--- src/rtl/btn_debounce_io.sv ---
// btn_debounce_io
//   Debounced push-button peripheral on the CPU bus. Raw buttons are brought into the
//   clock domain through a two-flop synchroniser, then each bit is filtered by its own
//   four-state FSM. The block exposes the stable levels, sticky press flags (W1C) and an
//   8-bit wrapping press counter as memory-mapped read data.
//
// Ports
//   clk      CPU clock
//   rst_n    asynchronous reset, active low
//   btn_raw  raw asynchronous button pins, 1 = pressed
//   addr     byte offset inside the button window, decoded on addr[3:2]
//   we       write strobe for this window
//   wdata    write data (0x4: W1C mask for press flags, 0x8: any value clears counter)
//   rdata    read data, combinational from addr and registered state
//   btn_lvl  debounced levels
//
// Register map (addr[3:2])
//   0x0  {0, btn_lvl}
//   0x4  {0, press flags}
//   0x8  {24'h0, press counter}
//   0xC  32'h0

module btn_debounce_io #(
    parameter int unsigned N_BTN     = 5,
    parameter int unsigned DB_CYCLES = 500000,
    parameter int unsigned CNT_W     = 20
) (
    input  logic             clk,
    input  logic             rst_n,
    input  logic [N_BTN-1:0] btn_raw,
    input  logic [3:0]       addr,
    input  logic             we,
    input  logic [31:0]      wdata,
    output logic [31:0]      rdata,
    output logic [N_BTN-1:0] btn_lvl
);

    typedef enum logic [1:0] {
        StRel,
        StPWait,
        StHeld,
        StRWait
    } db_state_e;

    // The counter value seen on the cycle whose sample completes the qualification window.
    // Entering a wait state already counts one sample, so the final sample arrives with
    // cnt == DB_CYCLES-1.
    localparam logic [CNT_W-1:0] CntLast = CNT_W'(DB_CYCLES - 1);
    localparam logic [CNT_W-1:0] CntOne  = CNT_W'(1);

    logic [N_BTN-1:0] sync1_q;
    logic [N_BTN-1:0] sync2_q;
    logic [N_BTN-1:0] press;
    logic [N_BTN-1:0] flags_q;
    logic [N_BTN-1:0] flags_d;
    logic [7:0]       pcnt_q;
    logic [7:0]       pcnt_d;
    logic [7:0]       press_cnt;
    logic             flag_clr;
    logic             cnt_clr;

    // Low address bits and upper write-data bits carry no meaning here.
    logic unused_bits;
    assign unused_bits = ^{addr[1:0], wdata[31:N_BTN]};

    // ------------------------------------------------------------------
    // Two-flop synchroniser
    // ------------------------------------------------------------------
    always_ff @(posedge clk or negedge rst_n) begin
        if (!rst_n) begin
            sync1_q <= '0;
            sync2_q <= '0;
        end else begin
            sync1_q <= btn_raw;
            sync2_q <= sync1_q;
        end
    end

    // ------------------------------------------------------------------
    // Per-button debounce FSM
    // ------------------------------------------------------------------
    for (genvar i = 0; i < N_BTN; i++) begin : g_btn
        db_state_e        state_q;
        logic [CNT_W-1:0] cnt_q;
        logic             lvl_q;

        // Press pulse is high in the cycle whose edge moves the FSM into StHeld, so flags
        // and the counter update on the same edge as btn_lvl rises.
        assign press[i]   = (state_q == StPWait) && sync2_q[i] && (cnt_q == CntLast);
        assign btn_lvl[i] = lvl_q;

        always_ff @(posedge clk or negedge rst_n) begin
            if (!rst_n) begin
                state_q <= StRel;
                cnt_q   <= '0;
                lvl_q   <= 1'b0;
            end else begin
                unique case (state_q)
                    StRel: begin
                        if (sync2_q[i]) begin
                            cnt_q   <= CntOne;
                            state_q <= StPWait;
                        end
                    end
                    StPWait: begin
                        if (!sync2_q[i]) begin
                            cnt_q   <= '0;
                            state_q <= StRel;
                        end else if (cnt_q == CntLast) begin
                            cnt_q   <= '0;
                            state_q <= StHeld;
                            lvl_q   <= 1'b1;
                        end else begin
                            cnt_q <= cnt_q + CntOne;
                        end
                    end
                    StHeld: begin
                        if (!sync2_q[i]) begin
                            cnt_q   <= CntOne;
                            state_q <= StRWait;
                        end
                    end
                    StRWait: begin
                        if (sync2_q[i]) begin
                            cnt_q   <= '0;
                            state_q <= StHeld;
                        end else if (cnt_q == CntLast) begin
                            cnt_q   <= '0;
                            state_q <= StRel;
                            lvl_q   <= 1'b0;
                        end else begin
                            cnt_q <= cnt_q + CntOne;
                        end
                    end
                    default: begin
                        cnt_q   <= '0;
                        state_q <= StRel;
                        lvl_q   <= 1'b0;
                    end
                endcase
            end
        end
    end

    // ------------------------------------------------------------------
    // Press flags and press counter
    // ------------------------------------------------------------------
    assign flag_clr = we && (addr[3:2] == 2'b01);
    assign cnt_clr  = we && (addr[3:2] == 2'b10);

    always_comb begin
        press_cnt = 8'h00;
        for (int unsigned i = 0; i < N_BTN; i++) begin
            press_cnt = press_cnt + {7'b0, press[i]};
        end
    end

    // Set after clear: a press in the W1C cycle keeps its flag.
    assign flags_d = (flags_q & ~(flag_clr ? wdata[N_BTN-1:0] : '0)) | press;
    // A press in the clearing cycle is not lost: the counter loads the popcount.
    assign pcnt_d  = (cnt_clr ? 8'h00 : pcnt_q) + press_cnt;

    always_ff @(posedge clk or negedge rst_n) begin
        if (!rst_n) begin
            flags_q <= '0;
            pcnt_q  <= 8'h00;
        end else begin
            flags_q <= flags_d;
            pcnt_q  <= pcnt_d;
        end
    end

    // ------------------------------------------------------------------
    // Read mux
    // ------------------------------------------------------------------
    always_comb begin
        rdata = 32'h0;
        unique case (addr[3:2])
            2'b00:   rdata[N_BTN-1:0] = btn_lvl;
            2'b01:   rdata[N_BTN-1:0] = flags_q;
            2'b10:   rdata[7:0]       = pcnt_q;
            default: rdata            = 32'h0;
        endcase
    end

endmodule

--- config.mk ---
export PLATFORM = sky130hd
export DESIGN_NAME = btn_debounce_io
export DESIGN_NICKNAME = d
export VERILOG_FILES = /design/src/rtl/btn_debounce_io.sv
export SDC_FILE = /design/constraint.sdc
export NUM_CORES = 1
export LEC_CHECK = 0
export ABC_AREA = 1
export BUFFER_PORTS_ARGS = -buffer_cell sky130_fd_sc_hd__buf_4
export CELL_PAD_IN_SITES_DETAIL_PLACEMENT = 1
export CELL_PAD_IN_SITES_GLOBAL_PLACEMENT = 1
export CORE_MARGIN = 2
export CORE_UTILIZATION = 41
export DETAILED_ROUTE_END_ITERATION = 10
export PLACE_DENSITY_LB_ADDON = 0.1
export SYNTH_ARGS = -nofsm -noshare
export SYNTH_HDL_FRONTEND = slang
export SYNTH_SLANG_ARGS = --single-unit
--- constraint.sdc ---
create_clock -name clk -period 5.58 [get_ports clk]
set_input_delay 0.279 -clock clk [delete_from_list [all_inputs] [get_ports clk]]
set_output_delay 0.279 -clock clk [all_outputs]
set_load 0.02 [all_outputs]
==> metrics <==
register area=approximately 3500 um2; Wirelength per Cell=14.6 um; clk sinks=approximately 140; met3 routed WL=390 um; critical path required time=5880 ps; Area Overhead vs Synth=12.3%; RSZ-0062 raised after global routing=false; Synth async-reset ratio=100%; Ant. Diodes=0; gpl congestion=0.794; clk buf depth=2; worst IR drop on VDD=0.234 mV; switch share=29.6%; Placeable Area=20,200 um2; die area=around 22,000 um2; filler instances=2,534; worst hold path depth=4; most numerous cell in the Yosys netlist=nand2_1; Crit Path Max Fanout=7; CP Cell Sequence=ha_1 > nand2_2 > nor2_4 > nand3_2 > nor2_4 > nand4_1 > fa_1 > inv_1 > fa_1 > ha_1 > fa_1 > nand2_1 > inv_1 > o21ai_0 > nor2_1 > nand4_1 > nand2_1; most frequent cell on the critical path=fa_1; port bufs=27; fin cells=1,439; Die H=about 150 um; max cap viols=0; clock group share of total power=44.1%; Worst-Margin Slew=830 ps; setup violators final=0; flops & latches, synth=138; EDFF count, synth=0; register share of total power=40.5%; vias in the first global route=7,470; reg2reg path depth=17; Yosys top cell by area=dfrtp_1; Max stage delay cell, worst path=fa_1; mapped cell area=8380 um2; status=complete, no violations; Cells after DPL=~1,400; pins over their slew limit=0; Rel. slew slack=44.7%; clk root buf=clkbuf_16; clock slew at reported path FFs=60 ps; CP arrival=4220 ps; critical path's largest stage delay=around 560 ps; Detail Placement HPWL=between 15 and 20 mm; Hold Crit Class=input port to flop; Nets=1,213; Fin. Hold Viols=0; post-layout min period=3920 ps; synth top area cells=dfrtp_1, nand2_1, inv_1; initial antenna violation count=0; Syn Inst Count=1,121; Routed Antenna Nets=0; postcts setup bufs=0; setup_tns=0 ps; first-pass GRT wire length=between 30 and 40 mm; clk_skew=16.9 ps; number of H-tree levels=4; capture point of the worst path=pcnt_q[6]; max layer used=met4; Met1 Wirelength=a little over 10 mm; Mapped Avg Cell Area=7.47 um2; Critical Path Start Type=flop; Congestion Overflow GR=0; DRT iter0 DRCs=267; Num CTS Buffers=17; most frequent cells after synthesis=nand2_1, dfrtp_1, inv_1; switching power=~800 uW; final WL=21.1 mm; area share of the largest cell type after synthesis=approximately two fifths; CP Capture Type=flop; Crit Path Class=flop to flop; register area share after synthesis=41.2%; post-synth cell types=44; largest net degree at the start of global routing=77; Gate power share=15.4%; DR vias/cell=5.01; Max Clk Rate=0.255 GHz; pwr dens=293 nW/um2; internal power=1.94 mW; proportion of layout cells with a drive suffix above 1=10.9%; starting density of the core=41.5%; P_leak=4.25 nW; FF-to-FF End=pcnt_q[6]; R2R Path Start=g_btn[1].cnt_q[0]; Core Rows=52; Crit. Startpoint=g_btn[1].cnt_q[0]; die width=147 um; CTS tree=yes; Yosys warning count=0; metal2 WL=10.2 mm; Tcrit/Tclk final=70.2%; DR vias=7,207; Global Route Usage Sum=20.8%; R2R Setup Slk=about 1700 ps; Synth Flop Type=dfrtp_1; area of the multi-input gates=4170 um2; drt drc=0; Pre-antenna DRT Iters=4; IO Pins=81; Skew-Pair Late Insertion Delay=430 ps
-- layout by cell type (no fill, tap or decap), types with 20 or more instances in the layout --
cell,netlist,routed
inv_1,138,138
o21ai_0,50,50
dfrtp_1,138,138
conb_1,1,24
xor2_1,32,32
nor2_1,125,125
nand3_1,93,93
buf_4,29,28
nor3_1,20,20
nand2_1,300,300
nand4_1,34,34
-- per-stage QoR --
step                setup WS [ps]  util (%)  total power [mW]  hold slack (ps)  instance area (um2)
floorplan                    2080         -              1.45            -16.6                 8470
global placement             1760      43.3              1.56              333                 8720
detailed placement           1660      43.3              1.57              336                 8720
CTS                          1610      46.7              2.80              127                 9410
global route                 1330      46.7              2.90              171                 9410
finish                       1660      46.7              2.76              142                 9410
-- worst max-delay path: cells and delay by family, from the launching register on --
kind | cells | cell delay, ps
AO/OA/AOI/OAI | 1 | 270
flip-flops | 1 | 390
adder cells (fa/ha/maj) | 5 | 1890
AND/OR/NAND/NOR | 9 | 1140
buffers and inverters | 2 | 110
-- layer usage --
metal | vias to the layer above | GRT usage [%]
met1 | 3515 | 27.7
li1 | 3609 | -
met4 | 0 | 6.06
met2 | 62 | 35.4
met3 | 21 | 3.26
met5 | - | 0
-- registers in the layout, summed over array words and instances, names as in the netlist, named ones only --
signal	cells
flags_q	5
g_btn.cnt_q	100
g_btn.lvl_q	5
g_btn.state_q	5
pcnt_q	8
sync1_q	5
sync2_q	5
-- power by group through the flow --
stage | Combinational, mW | Clock, mW | Sequential (mW)
floorplan | 0.333 | 0 | 1.12
global placement | 0.425 | 0 | 1.13
detailed placement | 0.433 | 0 | 1.13
CTS | 0.438 | 1.25 | 1.12
global route | 0.487 | 1.29 | 1.13
finish | 0.425 | 1.22 | 1.12
-- worst min path at each step --
| stage | to | from | slack (ps) |
|---|---|---|---|
| floorplan | async pin | rst_n | -20 |
| global placement | sync2_q[0] | sync1_q[0] | 330 |
| detailed placement | sync2_q[0] | sync1_q[0] | 340 |
| CTS | flags_q[4] | wdata[4] | 130 |
| global route | flags_q[4] | wdata[4] | 170 |
| finish | flags_q[4] | wdata[4] | 140 |
-- kinds of logic after synthesis --
family,after synthesis,share of synthesized area (%)
AOI/OAI and AO/OA,112,7.51
adders and majority gates,12,2.06
xor gates and xnor gates,36,3.76
buffers and inverters,186,10.1
and+or+nand+nor,634,35.1
muxes,2,0.239
other,1,0.0448
DFF,138,41.2
-- layout make-up --
class | instances | share of cell area (%)
flip-flops and latches | 138 | 36.7
well taps | 270 | 3.59
multi-input cells | 820 | 44.3
clock buffers | 20 | 4.85
inverters | 145 | 5.78
clock inverters | 11 | 1.81
repair buffers | 35 | 2.99
-- timing repair --
action                     CTS  global route
resized for setup            0             0
setup endpoints to repair    0             0
hold endpoints to repair    80             0
hold buffers                 6             0
Power figures use the tool's default switching activity.
